`config.mk`:
```
export PLATFORM = sky130hd
export DESIGN_NAME = stream_compare_tracker_flat
export DESIGN_NICKNAME = d
export VERILOG_FILES = /design/src/rtl/stream_compare_tracker_if.sv /design/src/rtl/stream_compare_tracker.sv /design/src/flat_wrapper.sv
export SDC_FILE = /design/constraint.sdc
export NUM_CORES = 1
export LEC_CHECK = 0
export ABC_AREA = 1
export BUFFER_PORTS_ARGS = -buffer_cell sky130_fd_sc_hd__buf_2
export CAP_MARGIN = 20
export CORE_AREA = 2 2 61 63
export CTS_CLUSTER_SIZE = 30
export DETAILED_ROUTE_END_ITERATION = 6
export DIE_AREA = 0 0 63 65
export HOLD_SLACK_MARGIN = 0.1
export PLACE_DENSITY_LB_ADDON = 0.2
export SLEW_MARGIN = 20
export SYNTH_ARGS = -nofsm -noshare
export SYNTH_HDL_FRONTEND = slang
export SYNTH_SLANG_ARGS = --single-unit
export TNS_END_PERCENT = 5
```
`constraint.sdc`:
```
create_clock -name clk -period 2.9 [get_ports clk]
set_clock_uncertainty 0.05 [all_clocks]
set_input_delay 0.725 -clock clk [delete_from_list [all_inputs] [get_ports clk]]
set_output_delay 0.725 -clock clk [all_outputs]
set_load 0.01 [all_outputs]
```
`src/rtl/stream_compare_tracker_if.sv`:
```
// Sample-in / window-result-out bundle for stream_compare_tracker.
// The master modport is the environment side; the slave modport is the tracker.
interface stream_compare_tracker_if #(
    parameter int WIDTH  = 8,
    parameter int WINDOW = 16
);
    localparam int CNT_W = $clog2(WINDOW);

    logic             in_valid;
    logic             in_ready;
    logic [WIDTH-1:0] in_data;
    logic             out_valid;
    logic             out_ready;
    logic [WIDTH-1:0] out_min;
    logic [WIDTH-1:0] out_max;
    logic [CNT_W-1:0] out_min_idx;
    logic [CNT_W-1:0] out_max_idx;

    modport master (
        output in_valid, in_data, out_ready,
        input  in_ready, out_valid, out_min, out_max, out_min_idx, out_max_idx
    );

    modport slave (
        input  in_valid, in_data, out_ready,
        output in_ready, out_valid, out_min, out_max, out_min_idx, out_max_idx
    );
endinterface

```
`src/rtl/stream_compare_tracker.sv`:
```
// Windowed min/max tracker: reports the extreme samples of every WINDOW accepted samples.
// Define CMP_ABS_EN to add the abs_mode port and magnitude compare in signed mode.
//
// state | meaning
// IDLE  | waiting for the first sample of a window
// ACCUM | collecting samples 1..WINDOW-1
// EMIT  | result presented, waiting for out_ready
module stream_compare_tracker #(
    parameter int WIDTH  = 8,
    parameter int WINDOW = 16
) (
    input  logic clk,
    input  logic rstN,
    input  logic clear,
    input  logic signed_mode,
`ifdef CMP_ABS_EN
    input  logic abs_mode,
`endif
    stream_compare_tracker_if.slave bus
);
    localparam int CNT_W = $clog2(WINDOW);
    localparam logic [CNT_W-1:0] LAST = CNT_W'(WINDOW - 1);

    typedef enum logic [1:0] {IDLE, ACCUM, EMIT} state_t;

    state_t           state_q, state_d;
    logic [CNT_W-1:0] cnt_q;
    logic [WIDTH-1:0] min_q, max_q;
    logic [CNT_W-1:0] min_idx_q, max_idx_q;
    logic             signed_q;
    logic             accept;
    logic [WIDTH:0]   key_in, key_min, key_max;

    // Keys are unsigned WIDTH+1 ordinals so every compare is unsigned-vs-unsigned.
`ifdef CMP_ABS_EN
    logic abs_q;

    function automatic logic [WIDTH:0] cmp_key(input logic [WIDTH-1:0] x,
                                               input logic sgn, input logic ab);
        logic [WIDTH:0] k;
        if (!sgn)
            k = {1'b0, x};
        else if (ab)
            k = x[WIDTH-1] ? (~{1'b1, x} + (WIDTH+1)'(1)) : {1'b0, x};
        else
            k = {1'b0, ~x[WIDTH-1], x[WIDTH-2:0]};
        return k;
    endfunction

    assign key_in  = cmp_key(bus.in_data, signed_q, abs_q);
    assign key_min = cmp_key(min_q, signed_q, abs_q);
    assign key_max = cmp_key(max_q, signed_q, abs_q);
`else
    function automatic logic [WIDTH:0] cmp_key(input logic [WIDTH-1:0] x,
                                               input logic sgn);
        logic [WIDTH:0] k;
        if (!sgn)
            k = {1'b0, x};
        else
            k = {1'b0, ~x[WIDTH-1], x[WIDTH-2:0]};
        return k;
    endfunction

    assign key_in  = cmp_key(bus.in_data, signed_q);
    assign key_min = cmp_key(min_q, signed_q);
    assign key_max = cmp_key(max_q, signed_q);
`endif

    assign accept = bus.in_valid & bus.in_ready;

    always_ff @(posedge clk or negedge rstN) begin
        if (!rstN)
            state_q <= IDLE;
        else
            state_q <= state_d;
    end

    always_comb begin
        state_d = state_q;
        if (clear) begin
            state_d = IDLE;
        end else begin
            case (state_q)
                IDLE:    if (accept) state_d = ACCUM;
                ACCUM:   if (accept && cnt_q == LAST) state_d = EMIT;
                EMIT:    if (bus.out_ready) state_d = IDLE;
                default: state_d = IDLE;
            endcase
        end
    end

    always_comb begin
        bus.in_ready  = (state_q != EMIT);
        bus.out_valid = (state_q == EMIT);
    end

    always_ff @(posedge clk or negedge rstN) begin
        if (!rstN) begin
            cnt_q     <= '0;
            min_q     <= '0;
            max_q     <= '0;
            min_idx_q <= '0;
            max_idx_q <= '0;
            signed_q  <= 1'b0;
`ifdef CMP_ABS_EN
            abs_q     <= 1'b0;
`endif
        end else if (clear) begin
            cnt_q     <= '0;
            min_q     <= '0;
            max_q     <= '0;
            min_idx_q <= '0;
            max_idx_q <= '0;
        end else begin
            case (state_q)
                IDLE: begin
                    if (accept) begin
                        min_q     <= bus.in_data;
                        max_q     <= bus.in_data;
                        min_idx_q <= '0;
                        max_idx_q <= '0;
                        cnt_q     <= CNT_W'(1);
                        signed_q  <= signed_mode;
`ifdef CMP_ABS_EN
                        abs_q     <= abs_mode;
`endif
                    end
                end
                ACCUM: begin
                    if (accept) begin
                        if (key_in < key_min) begin
                            min_q     <= bus.in_data;
                            min_idx_q <= cnt_q;
                        end
                        if (key_in > key_max) begin
                            max_q     <= bus.in_data;
                            max_idx_q <= cnt_q;
                        end
                        // Counter parks on the last index until the result is taken.
                        if (cnt_q != LAST)
                            cnt_q <= cnt_q + CNT_W'(1);
                    end
                end
                EMIT: begin
                    if (bus.out_ready)
                        cnt_q <= '0;
                end
                default: cnt_q <= '0;
            endcase
        end
    end

    assign bus.out_min     = min_q;
    assign bus.out_max     = max_q;
    assign bus.out_min_idx = min_idx_q;
    assign bus.out_max_idx = max_idx_q;
endmodule
```
`src/flat_wrapper.sv`:
```
// flat-port wrapper written by rule: the top's interface ports become plain ports
module stream_compare_tracker_flat 
#(
    parameter int WIDTH  = 8,
    parameter int WINDOW = 16
)
  (clk, rstN, clear, signed_mode, bus_in_valid, bus_in_data, bus_out_ready, bus_in_ready, bus_out_valid, bus_out_min, bus_out_max, bus_out_min_idx, bus_out_max_idx);
  stream_compare_tracker_if #(.WIDTH(WIDTH), .WINDOW(WINDOW)) bus_i ();
  input  logic clk;
  input  logic rstN;
  input  logic clear;
  input  logic signed_mode;
  input wire logic [$bits(bus_i.in_valid)-1:0] bus_in_valid;
  input wire logic [$bits(bus_i.in_data)-1:0] bus_in_data;
  input wire logic [$bits(bus_i.out_ready)-1:0] bus_out_ready;
  output wire logic [$bits(bus_i.in_ready)-1:0] bus_in_ready;
  output wire logic [$bits(bus_i.out_valid)-1:0] bus_out_valid;
  output wire logic [$bits(bus_i.out_min)-1:0] bus_out_min;
  output wire logic [$bits(bus_i.out_max)-1:0] bus_out_max;
  output wire logic [$bits(bus_i.out_min_idx)-1:0] bus_out_min_idx;
  output wire logic [$bits(bus_i.out_max_idx)-1:0] bus_out_max_idx;
  assign bus_i.in_valid = bus_in_valid;
  assign bus_i.in_data = bus_in_data;
  assign bus_i.out_ready = bus_out_ready;
  assign bus_in_ready = bus_i.in_ready;
  assign bus_out_valid = bus_i.out_valid;
  assign bus_out_min = bus_i.out_min;
  assign bus_out_max = bus_i.out_max;
  assign bus_out_min_idx = bus_i.out_min_idx;
  assign bus_out_max_idx = bus_i.out_max_idx;
  stream_compare_tracker #(.WIDTH(WIDTH), .WINDOW(WINDOW)) u_core (.clk(clk), .rstN(rstN), .clear(clear), .signed_mode(signed_mode), .bus(bus_i));
endmodule
```
==> metrics.txt, run 1 <==
Startpoint Class=primary input; detailed placement HPWL=3160 µm; total via count after detailed routing=1799; final hold violations=0; Peak VDD IR=0.304 mV; setup violation total in the final timing report=0; top cells by count, synth=nand2_1, inv_1, dfrtp_1, nand3_1, nor2_1; final number of max-transition violations=0; flops & latches, synth=31; data arrival time at the worst-slack endpoint=2.25 ns; Final Wtd Congestion=0.799; combined area of the multi-input logic cells=941 µm²; critical path capture point type=flip-flop; pre-CTS WS=0.468 ns; CTS buffer count=5; I/O pins=40; Total Negative Setup Slacks=0 ns; post-synthesis instance area=0.00193 mm²; number of standard cells after synthesis=269; TritonCTS clock tree=done; Critical Setup Path Class=primary input to flip-flop; Cell Rows=22; largest net degree at the start of global routing=32; width of the die=63 µm; number of global-route vias before repair=1643; post-CTS setup buffer count=0; starting density of the core=55.3%; Worst slew margin=54.8%; top cell type's share of synthesized area=40.1%; gr ovfl total=0; Worst-Margin Slew=0.678 ns; antenna violation net count after detailed routing=0; CP max FO=13; least setup slack across all paths after layout=0.816 ns; clock-pin slew reported for the worst setup and hold paths after clock tree synthesis=0.10 ns; fin util=62.7%; clk sinks=31; Net count, final=336; placeable core region=0.00350 mm²; global-route wire length before repair=7270 µm; number of I/O port buffers=39; Detailed Routing Iterations Pass 1=6; time the final worst path needs with I/O delays and setup=2.08 ns; worst hold path type=primary input to async pin; Total Wirelength=4220 µm; # H-tree levels=2; initial antenna violation count=0; Root Driver=clkbuf_4; number of diodes added for antenna fixing=0; synth unique cells=22; Post-Synthesis Mean Instance Area=7.19 µm²; result of the run=finished clean; Ys Warns=0; clock latency on the worst-skew pair=0.34 ns; average detailed-routed wire length per instance=11.8 µm; vias per inst=5.05; RSZ-0062 raised after global routing=no; total of hold buffers inserted after clock tree synthesis=0; sequential cell area fraction in the yosys report=40.1%; number of cells on the worst reg-to-reg path=12; Total Routing Usage GR=22.8%; DRC viols=0; most used flip-flop cell after synthesis=dfrtp_1; number of enable-type register cells in the synthesized netlist=0; proportion of synthesized flip-flops having asynchronous set or reset=100%; Synthesized Nets=297; number of filler instances in the final layout=347; maximum number of buffers from clock root to sink=2; ratio of total power to cell area=473 mW/mm²; area occupied by registers=776 µm²; share of post-route cells with drive strength above 1=18.2%; portion of the clock cycle consumed by the worst path in the final layout=71.9%; max-cap viol count=0; largest area contributor in the synthesized netlist=dfrtp_1; initial DRC count=77; worst reg2reg path startpoint=u_core.bus.out_min[4]; top cells by area, synth=dfrtp_1, nand2_1, ha_1, inv_1, nand3_1; leakage power=0.00131 µW; most repeated cell in the gate-level netlist after synthesis=nand2_1; flop-to-flop setup slack=0.85 ns; Die ar.=0.00410 mm²; Fmax=480 MHz; Vert. Die Dim=65 µm; growth of design area from synthesis to finish=13.5%; WP data required=3.07 ns; cts repair resizes=0; terminus of the critical flop-to-flop path=u_core.bus.out_min_idx[1]
[sequential cells by signal, summed over array words and instances, names as in the netlist]
name                    count
u_core.bus.out_max_idx      4
u_core.bus.out_max          8
u_core.bus.out_min          8
u_core.bus.out_min_idx      4
u_core.cnt_q                4
u_core.signed_q             1
u_core.state_q              2
[area by class of cell]
type | instances | share of cell area [%]
clock buffers | 6 | 2.34
well taps | 48 | 2.74
clock inverters | 1 | 0.228
repair buffers | 40 | 9.24
flip-flops and latches | 31 | 35.4
inverters | 42 | 7.19
multi-input cells | 188 | 42.9
[how the worst max path moves through the flow]
stage                     slack (ns)                   endpoint             startpoint
after detailed placement        0.47  u_core.bus.out_min_idx[1]         bus_in_data[4]
final                           0.82  u_core.bus.out_min_idx[1]         bus_in_data[4]
after global placement          0.48  u_core.bus.out_min_idx[0]         bus_in_data[4]
after global routing            0.57  u_core.bus.out_min_idx[0]  u_core.bus.out_min[4]
after CTS                       0.81  u_core.bus.out_min_idx[1]         bus_in_data[4]
after floorplan                 1.01      u_core.bus.out_max[7]         bus_in_data[2]
[per-layer routing]
layer  GRT usage, %  wire, µm  up-vias  part of all wire [%]
met5              0         0        -                     0
li1               -         -      924                     -
met4           9.44        84        0                   2.0
met1           27.8      1810      820                    43
met2           39.4      2110       48                    50
met3           4.69       209        7                   5.0
[worst max-delay path, stage by stage]
cell and delay, ns:
buf_2 0.12, ha_1 0.29, nand2_1 0.09, inv_1 0.04
nand2_1 0.05, nand2_1 0.06, nand2_1 0.06, nand3_1 0.08
nand2_2 0.22, nand3_2 0.31, nand2_1 0.14, nand2_1 0.06
[stage by stage]
stage	total power [µW]	hold slack, ns	area [µm²]	instances
floorplan	699	0.379	1930	269
global placement	777	0.402	2140	349
finish	1040	0.357	2190	356
global route	1110	0.408	2190	356
CTS	1040	0.381	2190	356
detailed placement	786	0.411	2140	349
[report_power, final]
| group | internal [µW] | leakage (µW) | switching [µW] | total [µW] |
|---|---|---|---|---|
| clock network | 112 | 0.0000341 | 150 | 262 |
| logic | 101 | 0.000869 | 175 | 276 |
| registers | 467 | 0.000410 | 30.8 | 498 |
[cell families (layout without fill, tap and decap cells)]
family / Yosys count / count (layout) / synth area share [%]
AO/OA/AOI/OAI: 13 / 13 / 3.49
XOR/XNOR: 1 / 1 / 0.453
adder cells (fa/ha/maj): 14 / 14 / 9.06
buffers and inverters: 50 / 89 / 11.2
flip-flops: 31 / 31 / 40.1
AND/OR/NAND/NOR: 160 / 160 / 35.7
[cell usage in the layout, fill, tap and decap left out, types with 2 or more instances in the layout]
| cell type | instances |
|---|---|
| clkbuf_4 | 5 |
| buf_2 | 39 |
| nor2_2 | 2 |
| ha_1 | 14 |
| nand4_1 | 14 |
| o21ai_0 | 6 |
| a21oi_1 | 5 |
| nor2_1 | 21 |
| inv_1 | 40 |
| inv_2 | 2 |
| nand2_1 | 96 |
| dfrtp_1 | 31 |
| nand3_1 | 21 |
| nand2_2 | 3 |
Power figures use the tool's default switching activity.
==> run 2: changes to the inputs <==
--- a/config.mk
+++ b/config.mk
@@ -5,13 +5,13 @@
 export SDC_FILE = /design/constraint.sdc
 export NUM_CORES = 1
 export LEC_CHECK = 0
-export ABC_AREA = 1
+export ABC_AREA = 0
 export BUFFER_PORTS_ARGS = -buffer_cell sky130_fd_sc_hd__buf_2
 export CAP_MARGIN = 20
-export CORE_AREA = 2 2 61 63
+export CORE_AREA = 2 2 69 71
 export CTS_CLUSTER_SIZE = 30
 export DETAILED_ROUTE_END_ITERATION = 6
-export DIE_AREA = 0 0 63 65
+export DIE_AREA = 0 0 71 73
 export HOLD_SLACK_MARGIN = 0.1
 export PLACE_DENSITY_LB_ADDON = 0.2
 export SLEW_MARGIN = 20
==> constraint.sdc (replaced) <==
create_clock -name clk -period 1.7 [get_ports clk]
set_clock_uncertainty 0.05 [all_clocks]
set_input_delay 0.425 -clock clk [delete_from_list [all_inputs] [get_ports clk]]
set_output_delay 0.425 -clock clk [all_outputs]
set_load 0.01 [all_outputs]
==> run 2 against run 1 <==
  * The flow now finishes with violations (setup timing)
  * Flip-flop and latch count did not move
  * Critical endpoint is now u_core.bus.out_max[6]
  * Critical path depth fell by 3
  * Setup slack got worse by 1.1 ns
  * Largest cell class unchanged
  * Clock-buffer cell count did not move
  * First-iteration DRC count rose by 40%
  * Cell count rose by 5.3%
  * Worst hold slack got worse by 0.27 ns
==> metrics.txt, run 2 <==
CTS buffer count=5; ratio of total power to cell area=867 mW/mm²; WP data required=1.82 ns; # H-tree levels=2; top cell type's share of synthesized area=35.9%; total via count after detailed routing=2085; growth of design area from synthesis to finish=47.4%; cells along the critical path=inv_1, ha_4, a21oi_2, a211oi_2, a31oi_2, buf_6, clkbuf_16, nor2_2, a311o_1; number of standard cells after synthesis=234; detailed placement HPWL=4090 µm; number of global-route vias before repair=1914; sequential cell area fraction in the yosys report=35.9%; Final Wtd Congestion=0.841; TritonCTS clock tree=done; global-route wire length before repair=9210 µm; commonest cells after routing, fill and taps aside=buf_4, buf_2, dfrtp_1; flops & latches, synth=31; Post-Synthesis Mean Instance Area=9.22 µm²; I/O pins=40; Critical Setup Path Class=flip-flop to flip-flop; least setup slack across all paths after layout=-0.276 ns; starting density of the core=47.6%; final number of max-transition violations=0; result of the run=complete, but fails checks; synth unique cells=47; most used flip-flop cell after synthesis=dfrtp_1; top cells by area, synth=dfrtp_1, ha_1, nand3_1, mux2_4, nor2_1; share of total power in sequential cells=30.5%; Cell Count, Final, Fillers Out=375; leakage power=0.00150 µW; DRC viols=0; clk sinks=31; width of the die=71 µm; crit-path leading delay family=compound AO/OA/AOI/OAI gates; critical path capture point type=flip-flop; clock-pin slew reported for the worst setup and hold paths after clock tree synthesis=0.07 ns; worst path buffer plus inverter count=3; worst hold path type=primary input to async pin; setup violation total in the final timing report=23; Synthesized Nets=262; post-synthesis instance area=0.00216 mm²; largest incremental delay on the critical path=0.39 ns; library cell contributing the largest single delay on the critical path=dfrtp_1; data arrival time at the worst-slack endpoint=2.10 ns; largest net degree at the start of global routing=32; CP max FO=5; number of cells on the worst reg-to-reg path=9; largest area contributor in the synthesized netlist=dfrtp_1; Ys Warns=0; cell area after layout=0.00318 mm²; maximum number of buffers from clock root to sink=2; share of total power in combinational logic=41.5%; clock network fraction of total power=28.0%; Stages on worst setup path=9; vias per inst=5.56; average detailed-routed wire length per instance=16.1 µm; number of diodes added for antenna fixing=0; proportion of synthesized flip-flops having asynchronous set or reset=100%; Vert. Die Dim=73 µm; number of enable-type register cells in the synthesized netlist=0; RSZ-0062 raised after global routing=yes; total instance count after detailed placement=359; share of post-route cells with drive strength above 1=47.7%; initial antenna violation count=0; Peak VDD IR=0.435 mV; max-cap viol count=0; gr ovfl total=0; Fmax=506 MHz; antenna violation net count after detailed routing=0; Worst-Margin Slew=0.408 ns; final hold violations=0; placed inst area=0.00275 mm²; Worst slew margin=72.8%; Cell Rows=25; top cells by count, synth=dfrtp_1, nand3_1, nor2_1, inv_1, nand2_1; internal portion of total power=1880 µW; net load switching power=882 µW; placeable core region=0.00454 mm²; portion of the clock cycle consumed by the worst path in the final layout=116%; time the final worst path needs with I/O delays and setup=1.98 ns; number of I/O port buffers=39; most common cell after layout, fill and taps aside=buf_4; Die ar.=0.00518 mm²; Total Wirelength=6030 µm; switching share of power=32.0%; Total Routing Usage GR=22.9%; Startpoint Class=flip-flop; Net count, final=348; Root Driver=clkbuf_8; initial DRC count=108; Detailed Routing Iterations Pass 1=4; clock latency on the worst-skew pair=0.29 ns; violated checks=setup timing
## run 2: cell types whose count changed in the layout (fill, tap and decap cells not counted), moves of 7 or more
cell,delta
nand2_1,-82
nand3_1,+9
buf_4,+46
ha_1,-9
nand4_1,-11
o211ai_1,+9
inv_1,-29
a311o_1,+8
nor2b_1,+7
ha_4,+9
mux2_4,+7
## run 2: final timing paths
path / slack (ns) / from / end
worst max-delay path: -0.28 / u_core.bus.out_max[6] / u_core.bus.out_max[6]
worst min-delay path: 0.09 / rstN / u_core.signed_q
worst min register to register: 0.46 / u_core.bus.out_min_idx[2] / u_core.bus.out_min_idx[2]
max in group asynchronous: 1.20 / rstN / u_core.bus.out_max[3]
min in group clk: 0.32 / signed_mode / u_core.signed_q
worst max register to register: -0.28 / u_core.bus.out_max[6] / u_core.bus.out_max[6]
## run 2: through the flow
stage	total power [µW]	TNS [ns]	hold WS, ns	setup WS, ns	utilization (%)
floorplan	1330	-3.95	0.0794	-0.207	-
global placement	1690	-8.64	0.428	-0.452	60.7
detailed placement	1700	-9.09	0.420	-0.502	60.7
CTS	2520	-4.31	0.106	-0.251	64.8
global route	2900	-6.89	0.125	-0.339	70.2
finish	2760	-5.16	0.0903	-0.276	70.2
## run 2: cell type report
type | instances | area [µm²]
clock inverter | 2 | 35.0
fill | 341 | 1350
sequential | 31 | 776
tap | 54 | 67.6
multi-input combinational | 172 | 1490
clock buffer | 6 | 82.6
inverter | 17 | 63.8
timing repair buffer | 93 | 672
## run 2: cell families (layout without fill, tap and decap cells)
family | count (synthesis) | count (layout) | share of synthesized area, %
mux | 12 | 12 | 7.19
xor+xnor | 4 | 4 | 1.97
flops | 31 | 31 | 35.9
simple gates | 92 | 92 | 21.1
fa+ha+maj | 14 | 14 | 8.12
buf+inv | 31 | 118 | 6.84
compound gates | 50 | 50 | 18.8
## run 2: power by group through the flow
stage | logic [µW] | registers [µW] | clock network (µW)
floorplan | 430 | 901 | 0
global placement | 836 | 849 | 0
detailed placement | 843 | 853 | 0
CTS | 892 | 840 | 789
global route | 1240 | 850 | 815
finish | 1140 | 842 | 771
## run 2: per-layer routing
metal | global-route usage [%] | up-vias | part of all wire (%)
met2 | 34.8 | 73 | 47
met5 | 0 | - | 0
met4 | 7.34 | 0 | 1.6
li1 | - | 1029 | -
met1 | 33.2 | 975 | 46
met3 | 4.14 | 8 | 5.0
## run 2: worst register-to-register path, delay by kind of cell, from the launching register on
| family | cells | cell delay (ns) |
|---|---|---|
| DFF | 1 | 0.39 |
| and+or+nand+nor | 1 | 0.04 |
| adders and majority gates | 1 | 0.23 |
| AOI/OAI and AO/OA | 4 | 0.70 |
| buffers and inverters | 3 | 0.46 |
## run 2: what timing repair did
| item | in CTS | in global routing |
|---|---|---|
| setup buffers | 0 | 6 |
| resized for setup | 13 | 27 |
| endpoints found under the setup margin | 24 | 25 |
| cloned | 0 | 3 |
| pin swaps | 3 | 19 |
| hold buffers | 0 | 0 |
==> run 3: changes to the inputs <==
--- a/config.mk
+++ b/config.mk
@@ -6,15 +6,14 @@
 export NUM_CORES = 1
 export LEC_CHECK = 0
 export ABC_AREA = 0
-export BUFFER_PORTS_ARGS = -buffer_cell sky130_fd_sc_hd__buf_2
 export CAP_MARGIN = 20
-export CORE_AREA = 2 2 69 71
+export CORE_AREA = 2 2 65 67
 export CTS_CLUSTER_SIZE = 30
 export DETAILED_ROUTE_END_ITERATION = 6
-export DIE_AREA = 0 0 71 73
+export DIE_AREA = 0 0 67 69
+export DONT_BUFFER_PORTS = 1
 export HOLD_SLACK_MARGIN = 0.1
 export PLACE_DENSITY_LB_ADDON = 0.2
-export SLEW_MARGIN = 20
 export SYNTH_ARGS = -nofsm -noshare
 export SYNTH_HDL_FRONTEND = slang
 export SYNTH_SLANG_ARGS = --single-unit
==> run 3 against run 2 <==
  * The flow still finishes with violations (setup timing)
  * Design area down 11%
  * Register-to-register slack about the same
  * Non-clock buffer count shrank 52
  * Worst hold slack improved by 0.075 ns
  * Utilization grew 1.9 points
  * Largest power group unchanged
  * Highest routed layer unchanged
==> metrics.txt, run 3 (same netlist as run 2, synthesis figures left out) <==
result of the run=complete, but fails checks; violated checks=setup timing; critical path capture point type=flip-flop; CTS buffer count=5; library cell contributing the largest single delay on the critical path=dfrtp_1; Startpoint Class=flip-flop; number of diodes added for antenna fixing=0; number of global-route vias before repair=1824; min-delay src=clear; detailed placement HPWL=3780 µm; Die ar.=0.00462 mm²; setup violation total in the final timing report=23; I/O pins=40; most common cell after layout, fill and taps aside=buf_4; worst hold path type=primary input to flip-flop; Total Wirelength=5550 µm; least setup slack across all paths after layout=-0.268 ns; cells along the critical path=inv_1, ha_1, nand2_2, o21ai_2, a21oi_2, o31ai_4, clkbuf_16, mux2_2; clk sinks=31; clock-pin slew reported for the worst setup and hold paths after clock tree synthesis=0.07 ns; time the final worst path needs with I/O delays and setup=1.97 ns; largest net degree at the start of global routing=32; number of cells on the worst reg-to-reg path=8; terminus of the critical flop-to-flop path=u_core.bus.out_min[0]; TritonCTS clock tree=done; average detailed-routed wire length per instance=17.4 µm; initial antenna violation count=0; gr ovfl total=0; CP max FO=8; portion of the clock cycle consumed by the worst path in the final layout=116%; Total Routing Usage GR=24.7%; worst reg2reg path startpoint=u_core.bus.out_min[1]; antenna violation net count after detailed routing=0; Net count, final=296; number of I/O port buffers=0; flop-to-flop setup slack=-0.27 ns; Cell Rows=23; final number of max-transition violations=0; DRC viols=0; ratio of total power to cell area=890 mW/mm²; Total Negative Setup Slacks=-4.79 ns; commonest cells after routing, fill and taps aside=buf_4, nand3_1, dfrtp_1; max-cap viol count=0; Worst slew margin=75.2%; Worst Hold Depth=1; width of the die=67 µm; global-route wire length before repair=8780 µm; total via count after detailed routing=1910; starting density of the core=55.1%; data arrival time at the worst-slack endpoint=2.10 ns; # H-tree levels=2; Hold Slack=0.165 ns; leakage power=0.00123 µW; Vert. Die Dim=69 µm; initial DRC count=118; Detailed Routing Iterations Pass 1=4; critical path startpoint=u_core.bus.out_min[1]; maximum number of buffers from clock root to sink=2; Peak VDD IR=0.530 mV; largest incremental delay on the critical path=0.36 ns; placeable core region=0.00391 mm²; RSZ-0062 raised after global routing=yes; final hold violations=0; vias per inst=5.99; WP data required=1.83 ns; Root Driver=clkbuf_8; Fmax=508 MHz; clock latency on the worst-skew pair=0.29 ns; Hold EP=u_core.state_q[0]; growth of design area from synthesis to finish=30.7%; Worst-Margin Slew=0.363 ns; Final Wtd Congestion=0.843; Critical Setup Path Class=flip-flop to flip-flop; share of post-route cells with drive strength above 1=34.9%
-- run 3: through the flow --
stage               instance area (µm²)  util, %  setup slack (ns)  total power, µW  instances
finish                             2820     72.1            -0.268             2510        319
global route                       2820     72.1            -0.319             2640        319
CTS                                2690     68.7            -0.294             2410        318
detailed placement                 2510     64.0            -0.319             1590        308
global placement                   2510     64.0            -0.298             1580        308
floorplan                          2210        -            -0.207             1330        234
-- run 3: metal layers --
metal | GRT usage (%) | share of wire [%]
met5 | 0 | 0
met4 | 7.71 | 1.8
met3 | 7.99 | 7.3
met2 | 35.3 | 46
met1 | 35.3 | 44
-- run 3: layout make-up --
type	count	area (µm²)
multi-input combinational	172	1440
sequential	31	776
tap	50	62.6
fill	305	1090
clock inverter	2	35.0
clock buffer	6	82.6
inverter	17	63.8
timing repair buffer	41	365
-- run 3: worst max-delay path, delay by kind of cell (launching register included) --
family / cells / cell delay [ns]
and+or+nand+nor: 1 / 0.06
adders and majority gates: 1 / 0.30
AOI/OAI and AO/OA: 3 / 0.51
buffers and inverters: 2 / 0.27
muxes: 1 / 0.33
DFF: 1 / 0.36
-- run 3: how the worst max path moves through the flow --
stage / end / depth (start not counted)
floorplan: u_core.bus.out_min[1] / 7
global placement: u_core.bus.out_max_idx[1] / 6
detailed placement: u_core.bus.out_max_idx[1] / 6
CTS: u_core.bus.out_min[0] / 8
global route: u_core.bus.out_min_idx[3] / 9
finish: u_core.bus.out_min[0] / 8
-- run 3: report_power, final --
part	leakage, µW	internal [µW]	switching (µW)
logic	0.000764	438	447
clock network	0.0000612	474	303
registers	0.000408	801	47.0
total	0.00123	1710	797
-- run 3: what timing repair did --
item / CTS / global route
buffers inserted: 0 / 1
hold endpoints to repair: 31 / 0
pin swaps: 4 / 8
endpoints found under the setup margin: 24 / 25
hold buffers: 2 / 0
resized for setup: 8 / 23
